==> config.mk <==
export PLATFORM = sky130hd
export DESIGN_NAME = sram_port_arbiter
export DESIGN_NICKNAME = d
export VERILOG_FILES = /design/src/rtl/sram_pkg.sv /design/src/rtl/rr_arb2.sv /design/src/rtl/sram_port_arbiter.sv
export SDC_FILE = /design/constraint.sdc
export NUM_CORES = 1
export LEC_CHECK = 0
export ABC_AREA = 1
export ABC_CLOCK_PERIOD_IN_PS = 3800
export CAP_MARGIN = 0
export CORE_AREA = 3 3 97 99
export DETAILED_ROUTE_END_ITERATION = 8
export DIE_AREA = 0 0 100 102
export DONT_BUFFER_PORTS = 1
export SYNTH_ARGS = -nofsm -noshare
export SYNTH_HDL_FRONTEND = slang
export SYNTH_SLANG_ARGS = --single-unit
==> constraint.sdc <==
create_clock -name Clk -period 3.8 [get_ports Clk]
set_input_delay 0.38 -clock Clk [delete_from_list [all_inputs] [get_ports Clk]]
set_output_delay 0.38 -clock Clk [all_outputs]
set_load 0.01 [all_outputs]
==> src/rtl/sram_pkg.sv <==
// Shared widths, port indices and request/response records for the SRAM port arbiter.
// Latency: n/a (types and constants only).
// Backpressure: n/a.
package sram_pkg;

    localparam int ADDR_W = 16;
    localparam int DATA_W = 32;
    localparam int DEPTH  = 1024;

    localparam int PORT_IFETCH = 0;
    localparam int PORT_LSU    = 1;

    typedef struct packed {
        logic              valid;
        logic              write;
        logic [ADDR_W-1:0] addr;
        logic [DATA_W-1:0] wdata;
    } req_t;

    typedef struct packed {
        logic              valid;
        logic [DATA_W-1:0] rdata;
        logic              err;
    } rsp_t;

    // Addresses at or beyond DEPTH must never touch the array.
    function automatic logic in_range(input logic [ADDR_W-1:0] addr);
        return addr < ADDR_W'(DEPTH);
    endfunction

endpackage

==> src/rtl/rr_arb2.sv <==
// Two-way round-robin grant with a one-bit record of the last winner.
// Latency: grant is combinational in the request cycle; history updates on the closing edge.
// Backpressure: the losing requester simply sees no grant and holds its request.
module rr_arb2 (
    input  logic       Clk,
    input  logic       Rst_n,
    input  logic [1:0] req,
    output logic [1:0] gnt
);

    typedef enum logic {
        LAST0 = 1'b0,
        LAST1 = 1'b1
    } rr_state_t;

    rr_state_t state_q;
    rr_state_t state_d;
    logic      win;

    // Remember who won last; reset to LAST1 so port 0 takes the first tie.
    always_ff @(posedge Clk or negedge Rst_n) begin
        if (!Rst_n) begin
            state_q <= LAST1;
        end else begin
            state_q <= state_d;
        end
    end

    // Pick the winner: a lone requester wins, a tie goes to the port that did not win last.
    always_comb begin
        gnt     = 2'b00;
        win     = 1'b0;
        state_d = state_q;
        if (Rst_n) begin
            if (req[0] && req[1]) begin
                win = (state_q == LAST0);
            end else begin
                win = req[1];
            end
            if (|req) begin
                gnt     = win ? 2'b10 : 2'b01;
                state_d = rr_state_t'(win);
            end
        end
    end

endmodule

==> src/rtl/sram_port_arbiter.sv <==
// Shares one single-port SRAM between instruction fetch (port 0) and load/store (port 1).
// Latency: request accepted combinationally, response pulse registered exactly one cycle later.
// Backpressure: one ready per cycle; a requester holds its fields until it sees ready.
module sram_port_arbiter
    import sram_pkg::*;
(
    input  logic              Clk,
    input  logic              Rst_n,

    input  logic              req0_valid,
    output logic              req0_ready,
    input  logic              req0_write,
    input  logic [ADDR_W-1:0] req0_addr,
    input  logic [DATA_W-1:0] req0_wdata,
    output logic              rsp0_valid,
    output logic [DATA_W-1:0] rsp0_rdata,
    output logic              rsp0_err,

    input  logic              req1_valid,
    output logic              req1_ready,
    input  logic              req1_write,
    input  logic [ADDR_W-1:0] req1_addr,
    input  logic [DATA_W-1:0] req1_wdata,
    output logic              rsp1_valid,
    output logic [DATA_W-1:0] rsp1_rdata,
    output logic              rsp1_err,

    output logic [ADDR_W-1:0] sram_address,
    output logic [DATA_W-1:0] sram_inputData,
    output logic              sram_writeEnable,
    input  logic [DATA_W-1:0] sram_outputData
);

    req_t              req [2];
    req_t              sel;
    rsp_t              rsp_q [2];
    logic [1:0]        gnt;
    logic              sel_ok;
    logic [DATA_W-1:0] rd_val;

    assign req[PORT_IFETCH] = '{valid: req0_valid, write: req0_write, addr: req0_addr, wdata: req0_wdata};
    assign req[PORT_LSU]    = '{valid: req1_valid, write: req1_write, addr: req1_addr, wdata: req1_wdata};

    rr_arb2 u_arb (
        .Clk   (Clk),
        .Rst_n (Rst_n),
        .req   ({req1_valid, req0_valid}),
        .gnt   (gnt)
    );

    assign req0_ready = gnt[PORT_IFETCH];
    assign req1_ready = gnt[PORT_LSU];

    // Route the granted request to the SRAM; everything is zero when nobody is granted
    // (which also covers reset, since the arbiter grants nothing then).
    always_comb begin
        sel = '0;
        if (gnt[PORT_IFETCH]) begin
            sel = req[PORT_IFETCH];
        end else if (gnt[PORT_LSU]) begin
            sel = req[PORT_LSU];
        end
    end

    assign sel_ok           = in_range(sel.addr);
    assign sram_address     = sel.addr;
    assign sram_inputData   = sel.wdata;
    assign sram_writeEnable = sel.valid & sel.write & sel_ok;

    // Combinational SRAM read data is captured before the write lands; only one port is
    // granted, so a read and a write never share a cycle.
    assign rd_val = (!sel.write && sel_ok) ? sram_outputData : '0;

    // Register the response for the granted port; the other port's pulse drops while its
    // data and error fields hold.
    always_ff @(posedge Clk or negedge Rst_n) begin
        if (!Rst_n) begin
            rsp_q[0] <= '0;
            rsp_q[1] <= '0;
        end else begin
            for (int p = 0; p < 2; p++) begin
                rsp_q[p].valid <= gnt[p];
                if (gnt[p]) begin
                    rsp_q[p].err   <= !sel_ok;
                    rsp_q[p].rdata <= rd_val;
                end
            end
        end
    end

    assign rsp0_valid = rsp_q[PORT_IFETCH].valid;
    assign rsp0_rdata = rsp_q[PORT_IFETCH].rdata;
    assign rsp0_err   = rsp_q[PORT_IFETCH].err;
    assign rsp1_valid = rsp_q[PORT_LSU].valid;
    assign rsp1_rdata = rsp_q[PORT_LSU].rdata;
    assign rsp1_err   = rsp_q[PORT_LSU].err;

endmodule
==> results.toml, run 1 <==
[status]
status = "complete, no violations"

[worst_setup_path]
worst-path-max-fanout = 38
cp-startpoint = "u_arb.state_q"
cp-start-kind = "flip-flop"
critPathRequiredTime_ps = 3420
r2r_start = "u_arb.state_q"
path_class = "flip-flop to output port"
worst_setup_path_end_kind = "output port"
crit_arrival_ps = 2450

[die]
die_y_microns = 102
rows = 34
die_x_microns = 100
start_util_pct = 39.4
design.core.area_sq_um = 8640
io_pins = 253
dieArea_sq_um = 10200

[synthesis]
seq_area_frac_synth_pct = 50.8
yosysWarnings = 0
syn_nets = 517
ys_ff_latch = 69
synth-xor-area-share_pct = 0
ys_types = 22
synth_area_per_cell_sq_um = 8.88
yosys.area_share.adder_pct = 0
syn-cell-area_sq_um = 3400
synthCells = 383
synth_compound_area_share_pct = 11.7
yosys.area_share.simple_pct = 30.9
synthMuxAreaShare_pct = 0
synth_top_family_by_area = "simple AND/OR/NAND/NOR gates"

[drt]
ant_nets = 0
drt_pass1_iterations = 5
drc = 0
wl_per_cell_microns = 24.2
via_per_inst = 6.09
drtIter0Drc = 114
routed_wl_mm = 11.6
vias = 2919

[cells_and_area]
layout.nets = 500
area_growth_pct = 7.21
layout_commonest_cell = "nand2_1"
drive_gt1_share_pct = 9.97
layout_common_cells = "nand2_1, dfrtp_1, nand4_1"
fillers = 856
stdcell_count = 479
n_antenna_cell = 0

[clock_tree]
cts_buffer_depth = 2
cts_inserted_buffers = 9
path_clk_slew_ps = 80
cts_resized = 0
cts_max_level = 3
clock_latency_ps = 340
ctsRootBufferMaster = "clkbuf_8"
clkSinkCount = 69
cts_tree = "built"

[global_routing]
grt_overflow = 0
grt_pass1_vias = 2709
grt_usage_pct = 21.5
grt_max_degree = 70
antenna_found_initial = 0
grt_pass1_wl_mm = 16.6

[sta]
timing.final.crit_period_ps = 2830
setup_viol = 0
rsz0062_at_grt = "false"
worst_pin_slew_ps = 630
max_freq_ghz = 0.353
min_period_over_period_pct = 74.5
hold_viol = 0
slew_headroom_pct = 58.0
slew_viol_final = 0
skew_ps = 5.50
setup_tns_ps = 0

[pwr]
power_density_nw_per_um2 = 506
vdd_drop_max_mv = 0.188
p_leak_nw = 1.90

[placement]
dpl.cell_count = 461
hpwlAfterDp_mm = 8.34
gp_congestion = 0.858
portBuffers = 0

[flow_run]
drv_cap = 0

[min_path]
hp-class = "input pin to flip-flop"
hp-start = "sram_outputData[24]"
## metrics by stage
step / total power [mW] / setup slack [ps] / utilization (%) / instance area, sq um / hold slack, ps
floorplan: 1.17 / 1890 / - / 3400 / 84.4
global placement: 1.23 / 1230 / 39.5 / 3410 / 86.0
detailed placement: 1.24 / 1160 / 39.5 / 3410 / 86.0
CTS: 1.86 / 933 / 42.2 / 3650 / 164
global route: 1.95 / 764 / 42.2 / 3650 / 160
finish: 1.84 / 970 / 42.2 / 3650 / 179
## registers in the layout (all words and copies together), names as in the netlist
register,flops
u_arb.state_q,1
rsp0_valid,1
rsp0_err,1
rsp1_rdata,32
rsp0_rdata,32
rsp1_valid,1
rsp1_err,1
## per-layer routing
| metal | vias up | global-route usage, % | share of wire (%) |
|---|---|---|---|
| met5 | - | 0 | 0 |
| met4 | 0 | 3.42 | 0.60 |
| met3 | 13 | 14.4 | 15 |
| met2 | 164 | 30.3 | 45 |
| met1 | 1436 | 28.0 | 39 |
| li1 | 1306 | - | - |
## synth_stat cells
library cell | count | area share [%]
nand2_1 | 141 | 16
dfrtp_1 | 68 | 50
nand4_1 | 65 | 12
a22o_1 | 42 | 11
buf_2 | 14 | 2.1
clkbuf_1 | 11 | 1.2
buf_1 | 6 | 0.66
buf_6 | 5 | 1.7
inv_1 | 4 | 0.44
nand3_1 | 4 | 0.59
nor2_1 | 4 | 0.44
inv_2 | 3 | 0.33
nor2_4 | 3 | 0.99
o21ai_0 | 3 | 0.44
nand2_4 | 2 | 0.66
nor2_2 | 2 | 0.37
a22oi_1 | 1 | 0.22
dfstp_2 | 1 | 0.77
inv_4 | 1 | 0.18
nand2_2 | 1 | 0.18
nor3_1 | 1 | 0.15
o21ai_2 | 1 | 0.26
## area by class of cell
type                    count  area [sq um]  share of cell area [%]
clock buffers              11           141                    3.88
clock inverters             5          58.8                    1.61
inverters                   8          32.5                   0.892
multi-input cells         270          1460                    39.9
flip-flops and latches     69          1730                    47.4
well taps                 108           135                    3.71
repair buffers              8          95.1                    2.61
## path summary, 6_finish.rpt
check / end / cells after the start / slack [ps]
max in group asynchronous: u_arb.state_q / 2 / 2910
min in group asynchronous: rsp1_rdata[2] / 2 / 580
min reg2reg: u_arb.state_q / 2 / 500
max: sram_inputData[14] / 6 / 970
min: rsp1_rdata[24] / 2 / 180
max reg2reg: rsp1_rdata[21] / 12 / 1140
## power by group
| part | internal, mW | switching [mW] | total [mW] |
|---|---|---|---|
| Clock | 0.322 | 0.282 | 0.605 |
| Combinational | 0.0918 | 0.212 | 0.304 |
| Sequential | 0.822 | 0.112 | 0.934 |
## cell families (layout without fill, tap and decap cells)
kind of cell | count (synthesis) | in the layout
DFF | 69 | 69
buffers and inverters | 44 | 32
and+or+nand+nor | 223 | 223
AOI/OAI and AO/OA | 47 | 47
## repair_timing
action | in CTS | in global routing
hold buffers | 2 | 0
buffers inserted | 0 | 0
endpoints found under the hold margin | 69 | 0
## worst max-delay path, cell delays in order (launching register included)
cell and delay [ps]:
dfstp_2 530, nand2_1 90, nand2_4 130, nand2_4 260, inv_2 370, buf_4 400, a22o_1 300
Note: power is estimated with default switching activity, not from simulation.
==> inputs of run 2 (changes only) <==
--- a/config.mk
+++ b/config.mk
@@ -6,7 +6,7 @@
 export NUM_CORES = 1
 export LEC_CHECK = 0
 export ABC_AREA = 1
-export ABC_CLOCK_PERIOD_IN_PS = 3800
+export ABC_CLOCK_PERIOD_IN_PS = 2700
 export CAP_MARGIN = 0
 export CORE_AREA = 3 3 97 99
 export DETAILED_ROUTE_END_ITERATION = 8
==> constraint.sdc (replaced) <==
create_clock -name Clk -period 2.7 [get_ports Clk]
set_input_delay 0.27 -clock Clk [delete_from_list [all_inputs] [get_ports Clk]]
set_output_delay 0.27 -clock Clk [all_outputs]
set_load 0.01 [all_outputs]
==> run 2 against run 1 <==
- clock power grew 38%
- global-route usage grew 1.0 points
- utilization grew 0.26 points
- die area is the same
- combinational power grew 43%
- non-clock buffer count grew 4
- worst hold slack lost 110 ps
- total power grew 40%
- register-to-register slack lost 450 ps
==> results.toml, run 2 (synthesis results as in run 1) <==
[drt]
dr_wl_met3_mm = 1.64
vias = 2973
drt-met1-wl_mm = 4.94
highest_layer = "met4"
via_per_inst = 6.16
wl_per_cell_microns = 24.8
ant_nets = 0
drt_pass1_iterations = 4
routed_wl_mm = 12.0
drtIter0Drc = 123
wl_met2_mm = 5.36
drc = 0

[worst_setup_path]
crit_arrival_ps = 2150
worst-path-max-fanout = 33
worst_setup_path_end_kind = "output port"
path_class = "flip-flop to output port"
cp-start-kind = "flip-flop"
critPathRequiredTime_ps = 2430

[clock_tree]
clkSinkCount = 69
path_clk_slew_ps = 80
ctsHoldBuffers = 2
post_cts_buffers = 0
clock_latency_ps = 330
cts_resized = 0
cts_inserted_buffers = 9
ctsRootBufferMaster = "clkbuf_8"
cts_tree = "built"
cts_max_level = 3
cts_buffer_depth = 2

[placement]
place_ws_ps = 653
portBuffers = 0
gp_congestion = 0.966
hpwlAfterDp_mm = 8.50

[die]
die_y_microns = 102
dieArea_sq_um = 10200
start_util_pct = 39.4
die_x_microns = 100
design.core.area_sq_um = 8640
rows = 34
io_pins = 253

[sta]
slew_headroom_pct = 56.9
timing.final.crit_period_ps = 2420
setup_viol = 0
hold_viol = 0
fin_hold_ws_ps = 72.1
min_period_over_period_pct = 89.7
worst_pin_slew_ps = 647
max_freq_ghz = 0.413
skew_ps = 5.39
fin_ws_ps = 279
rsz0062_at_grt = "false"
slew_viol_final = 0
setup_tns_ps = 0

[global_routing]
grt_pass1_wl_mm = 17.5
grt_usage_pct = 22.5
grt_overflow = 0
grt_max_degree = 70
grt_pass1_vias = 2837
antenna_found_initial = 0

[pwr]
swShare_pct = 32.5
power_density_nw_per_um2 = 704
power_frac_comb_pct = 16.9
p_seq_share_pct = 50.9
pwr-share-clk_pct = 32.2
power.total_mw = 2.58
p_int_mw = 1.74
p_leak_nw = 1.92
switchingPower_mw = 0.839
vdd_drop_max_mv = 0.347

[cells_and_area]
area_growth_pct = 7.87
layout_common_cells = "nand2_1, dfrtp_1, nand4_1"
fillers = 861
n_antenna_cell = 0
layout.nets = 504
ff_latch_area_sq_um = 1730
layout_commonest_cell = "nand2_1"
multi_input_area_sq_um = 1460
drive_gt1_share_pct = 10.7
finish.utilization_pct = 42.5

[flow_run]
drv_cap = 0

[status]
status = "complete, no violations"

[min_path]
hp-class = "input pin to flip-flop"
-- run 2: cell count changes in the layout (fill, tap and decap cells not counted), sizes merged --
| cell | delta |
|---|---|
| clkinvlp | -1 |
| buf | +4 |
| clkinv | +1 |
| clkbuf | +1 |
| inv | -1 |
-- run 2: metrics by stage --
| step | cell area (sq um) | std cells |
|---|---|---|
| 4_1_cts | 3670 | 483 |
| 3_3_place_gp | 3440 | 465 |
| 3_5_place_dp | 3440 | 465 |
| 6_report | 3670 | 483 |
| 2_1_floorplan | 3400 | 383 |
| 5_1_grt | 3670 | 483 |
-- run 2: power groups by stage --
stage	Combinational, mW	Sequential [mW]	Clock (mW)
after global routing	0.488	1.33	0.901
final	0.435	1.31	0.832
after CTS	0.439	1.32	0.860
after floorplan	0.347	1.30	0
after detailed placement	0.412	1.33	0
after global placement	0.397	1.34	0
-- run 2: final timing paths --
check	slack (ps)	to	start	cells after the start
worst max-delay path	280	sram_inputData[11]	u_arb.state_q	6
worst min-delay path	70	rsp1_rdata[28]	sram_outputData[28]	2
worst max register to register	690	rsp0_rdata[20]	u_arb.state_q	7
worst min register to register	500	u_arb.state_q	u_arb.state_q	2
max in group asynchronous	1900	rsp0_rdata[21]	Rst_n	2
min in group asynchronous	500	rsp0_rdata[8]	Rst_n	2
-- run 2: layout make-up --
cell class	instances	area share, %
clock buffer	12	3.96
timing repair buffer	12	3.41
clock inverter	4	1.30
tap	108	3.68
sequential	69	47.1
multi-input combinational	270	39.7
inverter	8	0.887
-- run 2: worst max-delay path, cell delays in order, from the launching register on --
cell	delay (ps)
dfstp_2	530
nand2_1	100
nand2_4	130
nand2_4	80
inv_2	300
buf_4	400
a22o_1	280
-- run 2: routing by layer --
metal	up-vias	track usage [%]
met1	1468	30.3
met4	0	4.66
met3	6	11.4
met2	182	32.7
li1	1317	-
met5	-	0
==> inputs of run 3 (changes only) <==
--- a/config.mk
+++ b/config.mk
@@ -9,6 +9,7 @@
 export ABC_CLOCK_PERIOD_IN_PS = 2700
 export CAP_MARGIN = 0
 export CORE_AREA = 3 3 97 99
+export CTS_CLUSTER_DIAMETER = 150
 export DETAILED_ROUTE_END_ITERATION = 8
 export DIE_AREA = 0 0 100 102
 export DONT_BUFFER_PORTS = 1
==> results of run 3 <==
No change in the layout: final DEF, timing and power equal those of run 2.
